### src/rtl/imem_pkg.sv
// imem_pkg: definitions shared by the instruction-memory loader and the fetch stage.
package imem_pkg;

   localparam int          IMEM_DEPTH     = 101;
   localparam logic [31:0] IMEM_BASE_ADDR = 32'h0004_0000;
   localparam int          INSTR_W        = 32;
   localparam int          IMEM_CNT_W     = 16;

   typedef enum logic [2:0] {
      IDLE    = 3'd0,
      COLLECT = 3'd1,
      WRITE   = 3'd2,
      CHECK   = 3'd3,
      DONE    = 3'd4
   } imem_state_t;

   // Byte address of an instruction-memory line; wraps modulo 2^32.
   function automatic logic [31:0] lineToPc(input logic [31:0] line, input logic [31:0] base);
      return base + (line << 2);
   endfunction

endpackage

### src/rtl/imem_word_assembler.sv
// imem_word_assembler: packs a MSB-first byte stream into 32-bit words.
// o_word_valid pulses combinationally while the 4th byte of a word is being
// accepted, and o_word already contains that byte in its low lane.
module imem_word_assembler
   import imem_pkg::*;
(
   input  logic               i_clk,
   input  logic               i_rst,
   input  logic               i_byte_valid,
   input  logic               i_byte_ready,
   input  logic [7:0]         i_byte_data,
   output logic               o_word_valid,
   output logic [INSTR_W-1:0] o_word
);

   logic [1:0]         r_count;
   logic [INSTR_W-1:0] r_shift;
   logic               w_fire;

   assign w_fire       = i_byte_valid & i_byte_ready;
   assign o_word_valid = w_fire && (r_count == 2'd3);
   assign o_word       = {r_shift[INSTR_W-9:0], i_byte_data};

   // Shift each accepted byte in and count bytes; the 2-bit counter wraps to 0 after the 4th byte
   always_ff @(posedge i_clk or negedge i_rst) begin
      if (!i_rst) begin
         r_count <= 2'd0;
         r_shift <= '0;
      end else if (w_fire) begin
         r_shift <= o_word;
         r_count <= r_count + 2'd1;
      end
   end

endmodule

### src/rtl/imem_loader.sv
// imem_loader: writer side of the instruction memory. Streams bytes in over a
// valid/ready handshake, builds big-endian words and writes them to lines
// 0..num_words-1 while holding the fetch stage in reset.
// Optional checksum trailer: define IMEM_LOADER_CHECKSUM_EN.
module imem_loader
   import imem_pkg::*;
#(
   parameter int          DEPTH     = IMEM_DEPTH,
   parameter logic [31:0] BASE_ADDR = IMEM_BASE_ADDR,
   parameter int          CNT_W     = IMEM_CNT_W
)(
   input  logic             clk,
   input  logic             rst,
   input  logic             start,
   input  logic [CNT_W-1:0] num_words,
   input  logic             byte_valid,
   input  logic [7:0]       byte_data,
   output logic             byte_ready,
   output logic             mem_we,
   output logic [31:0]      mem_line,
   output logic [31:0]      mem_wdata,
   output logic [31:0]      pc_addr,
   output logic             busy,
   output logic             fetch_hold,
   output logic             done,
   output logic             err
);

   localparam logic [CNT_W-1:0] DEPTH_C = CNT_W'(DEPTH);
   localparam logic [CNT_W-1:0] ONE_C   = CNT_W'(1);

   imem_state_t        r_state;
   logic [CNT_W-1:0]   r_index;
   logic [CNT_W-1:0]   r_num_words;
   logic               r_byte_ready;
   logic               r_mem_we;
   logic [31:0]        r_mem_wdata;
   logic               r_busy;
   logic               r_done;
   logic               r_err;
`ifdef IMEM_LOADER_CHECKSUM_EN
   logic [INSTR_W-1:0] r_xor;
`endif

   logic               w_word_valid;
   logic [INSTR_W-1:0] w_word;
   logic [31:0]        w_line;

   imem_word_assembler u_assembler (
      .i_clk        (clk),
      .i_rst        (rst),
      .i_byte_valid (byte_valid),
      .i_byte_ready (r_byte_ready),
      .i_byte_data  (byte_data),
      .o_word_valid (w_word_valid),
      .o_word       (w_word)
   );

   assign w_line     = 32'(r_index);
   assign byte_ready = r_byte_ready;
   assign mem_we     = r_mem_we;
   assign mem_line   = w_line;
   assign mem_wdata  = r_mem_wdata;
   assign pc_addr    = lineToPc(w_line, BASE_ADDR);
   assign busy       = r_busy;
   assign fetch_hold = r_busy;
   assign done       = r_done;
   assign err        = r_err;

   // Load sequencer: every output is registered together with the state it belongs to
   always_ff @(posedge clk or negedge rst) begin
      if (!rst) begin
         r_state      <= IDLE;
         r_index      <= '0;
         r_num_words  <= '0;
         r_byte_ready <= 1'b0;
         r_mem_we     <= 1'b0;
         r_mem_wdata  <= '0;
         r_busy       <= 1'b0;
         r_done       <= 1'b0;
         r_err        <= 1'b0;
`ifdef IMEM_LOADER_CHECKSUM_EN
         r_xor        <= '0;
`endif
      end else begin
         r_mem_we <= 1'b0;
         r_done   <= 1'b0;
         case (r_state)
            IDLE: begin
               if (start) begin
                  if (num_words == '0) begin
                     r_err   <= 1'b0;
                     r_done  <= 1'b1;
                     r_state <= DONE;
                  end else if (num_words > DEPTH_C) begin
                     r_err <= 1'b1;
                  end else begin
                     r_err        <= 1'b0;
                     r_num_words  <= num_words;
                     r_index      <= '0;
                     r_busy       <= 1'b1;
                     r_byte_ready <= 1'b1;
                     r_state      <= COLLECT;
`ifdef IMEM_LOADER_CHECKSUM_EN
                     r_xor        <= '0;
`endif
                  end
               end
            end
            COLLECT: begin
               if (w_word_valid) begin
                  r_mem_we     <= 1'b1;
                  r_mem_wdata  <= w_word;
                  r_byte_ready <= 1'b0;
                  r_state      <= WRITE;
`ifdef IMEM_LOADER_CHECKSUM_EN
                  r_xor        <= r_xor ^ w_word;
`endif
               end
            end
            WRITE: begin
               if (r_index == r_num_words - ONE_C) begin
`ifdef IMEM_LOADER_CHECKSUM_EN
                  r_byte_ready <= 1'b1;
                  r_state      <= CHECK;
`else
                  r_busy  <= 1'b0;
                  r_done  <= 1'b1;
                  r_index <= '0;
                  r_state <= DONE;
`endif
               end else begin
                  r_index      <= r_index + ONE_C;
                  r_byte_ready <= 1'b1;
                  r_state      <= COLLECT;
               end
            end
            CHECK: begin
`ifdef IMEM_LOADER_CHECKSUM_EN
               if (w_word_valid) begin
                  r_err        <= (w_word != r_xor);
                  r_byte_ready <= 1'b0;
                  r_busy       <= 1'b0;
                  r_done       <= 1'b1;
                  r_index      <= '0;
                  r_state      <= DONE;
               end
`else
               r_state <= IDLE;
`endif
            end
            DONE: begin
               r_state <= IDLE;
            end
            default: begin
               r_state <= IDLE;
            end
         endcase
      end
   end

endmodule

### config.mk
export PLATFORM = sky130hd
export DESIGN_NAME = imem_loader
export DESIGN_NICKNAME = d
export VERILOG_FILES = /design/src/rtl/imem_pkg.sv /design/src/rtl/imem_word_assembler.sv /design/src/rtl/imem_loader.sv
export SDC_FILE = /design/constraint.sdc
export NUM_CORES = 1
export LEC_CHECK = 0
export CAP_MARGIN = 0
export CORE_MARGIN = 1.5
export CORE_UTILIZATION = 44
export CTS_BUF_LIST = sky130_fd_sc_hd__clkbuf_4 sky130_fd_sc_hd__clkbuf_8 sky130_fd_sc_hd__clkbuf_16
export CTS_CLUSTER_SIZE = 24
export DETAILED_ROUTE_END_ITERATION = 10
export GPL_TIMING_DRIVEN = 0
export PLACE_DENSITY = 0.76
export SYNTH_ARGS = -nofsm -noshare
export SYNTH_HDL_FRONTEND = slang
export SYNTH_SLANG_ARGS = --single-unit
### constraint.sdc
create_clock -name clk -period 2.4 [get_ports clk]
set_input_delay 0.36 -clock clk [delete_from_list [all_inputs] [get_ports clk]]
set_output_delay 0.36 -clock clk [all_outputs]
set_load 0.005 [all_outputs]
==> results of run 1 <==
==> power breakdown <==
group	leakage [nW]	total, mW	switching (mW)	internal, mW
Clock	0.105	1.08	0.634	0.443
Combinational	1.73	2.00	0.753	1.25
Sequential	1.25	2.49	0.340	2.15
==> synthesized netlist by cell type (2+ instances only) <==
cell	instances	area (um2)
a21oi_1	16	80.1
a31oi_1	2	12.5
a32oi_1	2	17.5
and2_1	10	62.6
buf_1	2	7.51
buf_4	49	368
buf_6	2	22.5
clkbuf_1	12	45.0
conb_1	2	7.51
dfrtp_1	98	2450
ha_1	3	37.5
inv_1	9	33.8
mux2_2	64	721
mux2i_1	2	20.0
nand2_1	13	48.8
nand2b_1	5	31.3
nand3_1	8	40.0
nand4_1	11	68.8
nor2_1	15	56.3
nor2b_1	3	18.8
nor3_1	13	65.1
nor4_1	5	31.3
o21ai_0	6	30.0
o22ai_1	3	18.8
o2bb2ai_1	2	17.5
or3_1	4	25.0
or4_1	3	22.5
xnor2_1	21	184
xor2_1	10	87.6
==> through the flow <==
step | std cells | utilization (%)
after floorplan | 457 | -
after global placement | 694 | 57.1
after detailed placement | 695 | 57.3
after CTS | 729 | 61.8
after global routing | 733 | 62.8
final | 733 | 62.8
==> repair_timing <==
| action | CTS | global route |
|---|---|---|
| resized for setup | 36 | 18 |
| endpoints found under the setup margin | 59 | 27 |
| cloned | 1 | 0 |
| pin swaps | 11 | 7 |
| buffers inserted | 16 | 4 |
| hold endpoints to repair | 29 | 0 |
| hold buffers | 1 | 0 |
==> final cells by class <==
type | instances | area [um2]
Inverter | 9 | 33.8
Clock buffer | 10 | 138
Clock inverter | 6 | 62.6
Sequential cell | 98 | 2460
Timing Repair Buffer | 120 | 1180
Tap cell | 140 | 175
Buffer | 67 | 477
Multi-Input combinational cell | 283 | 2310
Fill cell | 900 | 4050
==> routing by layer <==
layer	vias up	part of all wire (%)	GRT usage, %
met5	-	0	0
met4	0	2.2	6.95
met3	25	8.6	6.63
met2	172	50	34.9
met1	1773	40	23.1
li1	1751	-	-
==> path summary, 6_finish.rpt <==
path	slack, ns	endpoint	start
max	-0.15	r_index[0]	r_num_words[2]
min	0.47	r_index[7]	rst
max reg2reg	-0.15	r_index[0]	r_num_words[2]
min reg2reg	0.50	u_assembler.r_count[0]	u_assembler.r_count[0]
max in group asynchronous	1.25	r_num_words[4]	rst
min in group clk	0.50	u_assembler.r_count[0]	u_assembler.r_count[0]
==> flip-flops by register name (all words and copies together), names as in the netlist <==
name / flops
r_num_words: 16
mem_we: 1
r_state: 3
r_index: 16
byte_ready: 1
busy: 1
mem_wdata: 32
u_assembler.r_count: 2
err: 1
done: 1
u_assembler.r_shift: 24
==> critical path, stage by stage (launching register included) <==
cell and delay (ns):
dfrtp_1 0.53, or3_4 0.43, or3_4 0.39, mux2i_1 0.19, nand4_1 0.16, nor4_4 0.22
a21o_1 0.17, buf_6 0.13, buf_12 0.13, mux2i_1 0.07
==> kinds of logic (layout without fill, tap and decap cells) <==
group / Yosys count / after routing / synth area share, %
AO/OA/AOI/OAI: 48 / 48 / 6.63
adder cells (fa/ha/maj): 3 / 3 / 0.759
buffers and inverters: 76 / 212 / 10.1
multiplexers: 66 / 66 / 15.0
XOR/XNOR: 32 / 32 / 5.94
flip-flops: 98 / 98 / 49.6
other: 2 / 32 / 0.152
AND/OR/NAND/NOR: 102 / 102 / 11.9
==> summary.md, run 1 <==
| Metric | Value |
|---|---|
| Critical Path AT | roughly 2.8 ns |
| Ys flop type | dfrtp_1 |
| Full die area | between 10000 and 15000 um2 |
| Gr usage total | between 20% and 30% |
| RD Place Congestion | 0.908 |
| Crit-path max FO | 10 |
| Hold Slack | around 0.47 ns |
| Setup violations, final | 21 |
| Synth-to-layout area growth | 38.1% |
| Syn Area/Cell | around 12 um2 |
| Synthesis Warnings | 0 |
| Place WS | -0.811 ns |
| Clock latency on the worst-skew pair | about 0.37 ns |
| Fraction of layout cells with a size suffix above 1 | around a third |
| Slew Viols, Final | 0 |
| Slew Limit Headroom | 54.7% |
| Clk_skew | approximately 0.015 ns |
| Outcome | finished, violations left |
| CTS tree | built |
| FFs w/ async S/R, synth | 100% |
| Post-synth EDFFs | 0 |
| Initial antenna violation count | 0 |
| Sequential area share after synthesis | between 40% and 50% |
| Worst-path clk slew | 0.10 ns |
| Largest net degree at the start of global routing | 70 |
| Worst reg-to-reg path cell count | 9 |
| Fin crit period | about 2.6 ns |
| Worst Setup End Kind | flip-flop |
| Slew @ Worst Pin | approximately 0.68 ns |
| DR WL/cell | 15.8 um |
| Flops & latches, synth | 98 |
| DRC viols | 0 |
| WP data required | roughly 2.6 ns |
| Max_cap viols | 0 |
| Clock Path Buffers | 2 |
| H-tree levels | 3 |
| Final hold vios | 0 |
| Leak | approximately 3.1 nW |
| IO Count | 130 |
| CTS Buf Count | 9 |
| Total Wirelength | about 12000 um |
| Kind of critical path | flip-flop to flip-flop |
| Nets | around 620 |
| Setup ws final | -0.154 ns |
| Type of the tightest min-delay check | primary input to async pin |
| DRT iter0 DRCs | approximately 130 |
| Setup TNS Final | -2.47 ns |
| Cell Area, Placed | around 6200 um2 |
| RSZ-0062 raised after global routing | yes |
| Vias in the first global route | just under 4000 |
| Die Y | 109 um |
| Post-Synthesis Cell Area | ~5000 um2 |
| Clk root buf | clkbuf_8 |
| Post-DP HPWL | ~8000 um |
| Vias | between 3000 and 4000 |
| Most frequent cells in the layout | 96 x clkdlybuf4s50_1, 93 x dfrtp_1, 70 x buf_4 |
| Core Region | roughly 11000 um2 |
| Post-Syn Instances | between 400 and 500 |
| Wire length of the first global-routing pass | between 15000 and 20000 um |
| N_diodes | 0 |
| Die width | 109 um |
| Total Power | 5.57 mW |
| Peak VDD IR | ~0.00054 V |
| Initial core utilization | 45.4% |
| Clock sink count | 98 |
| Vias per cell | 5.08 |
| Final Cycle Share | 106% |
| GR Overflow Total | 0 |
| Failing checks | setup timing |
| Drt pass-1 iters | 5 |
| FP Rows | 38 |
| Port Buf Inserts | 97 |
| Post-DRT Antenna Nets | 0 |
| Cell area power density | between 800 and 900 nW/um2 |
| CP startpoint kind | flip-flop |
| Yosys cell types | 61 |
| Fmax | 392 MHz |
| Most common cell after layout, fill and taps aside | clkdlybuf4s50_1 |
| Final Cell Area | 6840 um2 |
Power figures use the tool's default switching activity.
==> inputs of run 2 (changes only) <==
--- a/config.mk
+++ b/config.mk
@@ -6,13 +6,14 @@
 export NUM_CORES = 1
 export LEC_CHECK = 0
 export CAP_MARGIN = 0
-export CORE_MARGIN = 1.5
+export CORE_MARGIN = 4
 export CORE_UTILIZATION = 44
 export CTS_BUF_LIST = sky130_fd_sc_hd__clkbuf_4 sky130_fd_sc_hd__clkbuf_8 sky130_fd_sc_hd__clkbuf_16
 export CTS_CLUSTER_SIZE = 24
 export DETAILED_ROUTE_END_ITERATION = 10
 export GPL_TIMING_DRIVEN = 0
 export PLACE_DENSITY = 0.76
+export SLEW_MARGIN = 10
 export SYNTH_ARGS = -nofsm -noshare
 export SYNTH_HDL_FRONTEND = slang
 export SYNTH_SLANG_ARGS = --single-unit
==> run 2 against run 1 <==
Net effect: the run still ends with setup timing left; wire length increased by 3.6%; global-route usage decreased by 2.0 points; critical path depth unchanged; total power increased by 9.3%; worst hold slack got worse by 0.12 ns; fmax increased by 0.12%; final cell count increased by 0.27%; non-clock buffer count increased by 2; clock-buffer cell count unchanged; critical path type unchanged; critical endpoint is now r_state[0].
==> summary.md, run 2 (synthesis results as in run 1) <==
| Metric | Value |
|---|---|
| Crit-path max FO | 5 (-5) |
| Clk root buf | clkbuf_16 |
| Wire length of the first global-routing pass | 19000 um (+2.6%) |
| Most common cell after layout, fill and taps aside | dfrtp_1 |
| Post-Layout Cell Count | 735 (+0.27%) |
| Crit-path cells | or4_4 -> or3_4 -> mux2i_1 -> nand4_1 -> nor4_4 -> a21o_1 -> buf_6 -> clkbuf_16 -> nand3_1 |
| Setup TNS Final | -2.42 ns (+0.0484 ns) |
| Kind of critical path | flip-flop to flip-flop |
| Core Region | 10900 um2 (+0.44%) |
| Slew Viols, Final | 0 (unchanged) |
| Vias in the first global route | 3855 (-0.23%) |
| CP max stage cell | or4_4 |
| Slew Limit Headroom | 56.3% (+1.6 points) |
| Synth-to-layout area growth | 43.5% |
| Worst path bufs/invs | 2 (unchanged) |
| Failing checks | setup timing |
| Post-DP HPWL | 8290 um (+4.2%) |
| Total Power | 6.09 mW (+9.3%) |
| GR Overflow Total | 0 (unchanged) |
| Setup ws final | -0.151 ns (+0.00315 ns) |
| RD Place Congestion | 0.849 (-6.4%) |
| IO Count | 130 (unchanged) |
| Clock latency on the worst-skew pair | 0.34 ns (-0.03 ns) |
| Slew @ Worst Pin | 0.656 ns (-0.0240 ns) |
| Critical Path AT | 2.77 ns (about the same) |
| Clock sink count | 98 (unchanged) |
| Largest net degree at the start of global routing | 63 (-10%) |
| Post-DRT Antenna Nets | 0 (unchanged) |
| FP Rows | 38 (unchanged) |
| Cell area power density | 858 nW/um2 (+5.3%) |
| H-tree levels | 3 (unchanged) |
| Die Y | 114 um (+4.6%) |
| Most frequent cells in the layout | 92 x dfrtp_1, 85 x clkdlybuf4s50_1, 72 x buf_4 |
| Initial core utilization | 45.3% (-0.20 points) |
| CP startpoint kind | flip-flop |
| CTS Buf Count | 9 (unchanged) |
| RSZ-0062 raised after global routing | yes |
| Crit-path max cell delay | 0.58 ns (+0.05 ns) |
| Final Cycle Share | 106% (-0.13 points) |
| Max_cap viols | 0 (unchanged) |
| Leak | 3.27 nW (+5.8%) |
| Worst Setup End Kind | flip-flop |
| Placed insts | 695 (unchanged) |
| Peak VDD IR | 0.000738 V (+37%) |
| Type of the tightest min-delay check | primary input to flip-flop |
| Worst-path clk slew | 0.07 ns (-0.03 ns) |
| Drt pass-1 iters | 4 (-1) |
| Port Buf Inserts | 97 (unchanged) |
| Crit-path leading delay family | simple AND/OR/NAND/NOR gates |
| Fmax | 392 MHz (+0.12%) |
| DRC viols | 0 (unchanged) |
| Clk_skew | 0.00628 ns (-0.00836 ns) |
| Clock Path Buffers | 2 (unchanged) |
| Fin crit period | 2.55 ns (-0.00315 ns) |
| N_diodes | 0 (unchanged) |
| Final hold vios | 0 (unchanged) |
| Nets | 621 (+0.32%) |
| Fraction of layout cells with a size suffix above 1 | 36.1% (+1.4 points) |
| Gr usage total | 18.0% (-2.0 points) |
| DRT iter0 DRCs | 93 (-30%) |
| DR WL/cell | 16.3 um (+3.3%) |
| WP data required | 2.62 ns (about the same) |
| Largest register FFs | 32 (unchanged) |
| Vias per cell | 5.07 (-0.11%) |
| Place WS | -0.862 ns (-0.0505 ns) |
| Full die area | 13000 um2 (+9.4%) |
| CTS tree | built |
| Setup violations, final | 21 (unchanged) |
| Vias | 3727 (+0.16%) |
| Total Wirelength | 12000 um (+3.6%) |
| Outcome | finished, violations left |
| Initial antenna violation count | 0 (unchanged) |
| Die width | 114 um (+4.6%) |
## run 2: stage by stage
| stage | hold WS (ns) | area (um2) | util, % |
|---|---|---|---|
| 3_3_place_gp | 0.466 | 6220 | 56.9 |
| 4_1_cts | 0.491 | 6860 | 62.7 |
| 2_1_floorplan | 0.0644 | 5070 | - |
| 6_report | 0.352 | 7100 | 64.9 |
| 3_5_place_dp | 0.363 | 6240 | 57.1 |
| 5_1_grt | 0.352 | 7100 | 64.9 |
## run 2: repair_timing
item | CTS | global route
buffers inserted | 15 | 7
cloned | 1 | 1
hold endpoints to repair | 7 | 0
gates resized for setup | 37 | 37
endpoints found under the setup margin | 58 | 21
hold buffers | 1 | 0
pin swaps | 13 | 17
## run 2: area by class of cell
cell class	count	area (um2)
Fill cell	852	3840
Sequential cell	98	2460
Multi-Input combinational cell	283	2380
Timing Repair Buffer	123	1240
Buffer	66	472
Clock buffer	10	239
Tap cell	140	175
Clock inverter	6	97.6
Inverter	9	33.8
## run 2: path summary, 6_finish.rpt
check	startpoint	to	slack (ns)	depth (start not counted)
max in group asynchronous	rst	r_num_words[8]	1.20	3
min in group asynchronous	rst	r_index[6]	0.52	2
worst max register to register	r_num_words[5]	r_state[0]	-0.15	9
worst max-delay path	r_num_words[5]	r_state[0]	-0.15	9
worst min register to register	u_assembler.r_count[0]	u_assembler.r_count[0]	0.48	1
worst min-delay path	num_words[3]	r_num_words[3]	0.35	2
## run 2: power breakdown
part,total [mW],internal (mW),leakage (nW),switching [mW]
combinational,1.98,1.24,1.86,0.738
clock,1.60,0.957,0.159,0.642
sequential,2.51,2.15,1.25,0.359
total,6.09,4.35,3.27,1.74
## run 2: per-layer routing
layer	up-vias	global-route usage, %	wire length [um]
met4	0	4.12	101
met1	1829	21.5	4810
met3	9	5.97	949
met2	134	31.7	6150
met5	-	0	0
li1	1755	-	-
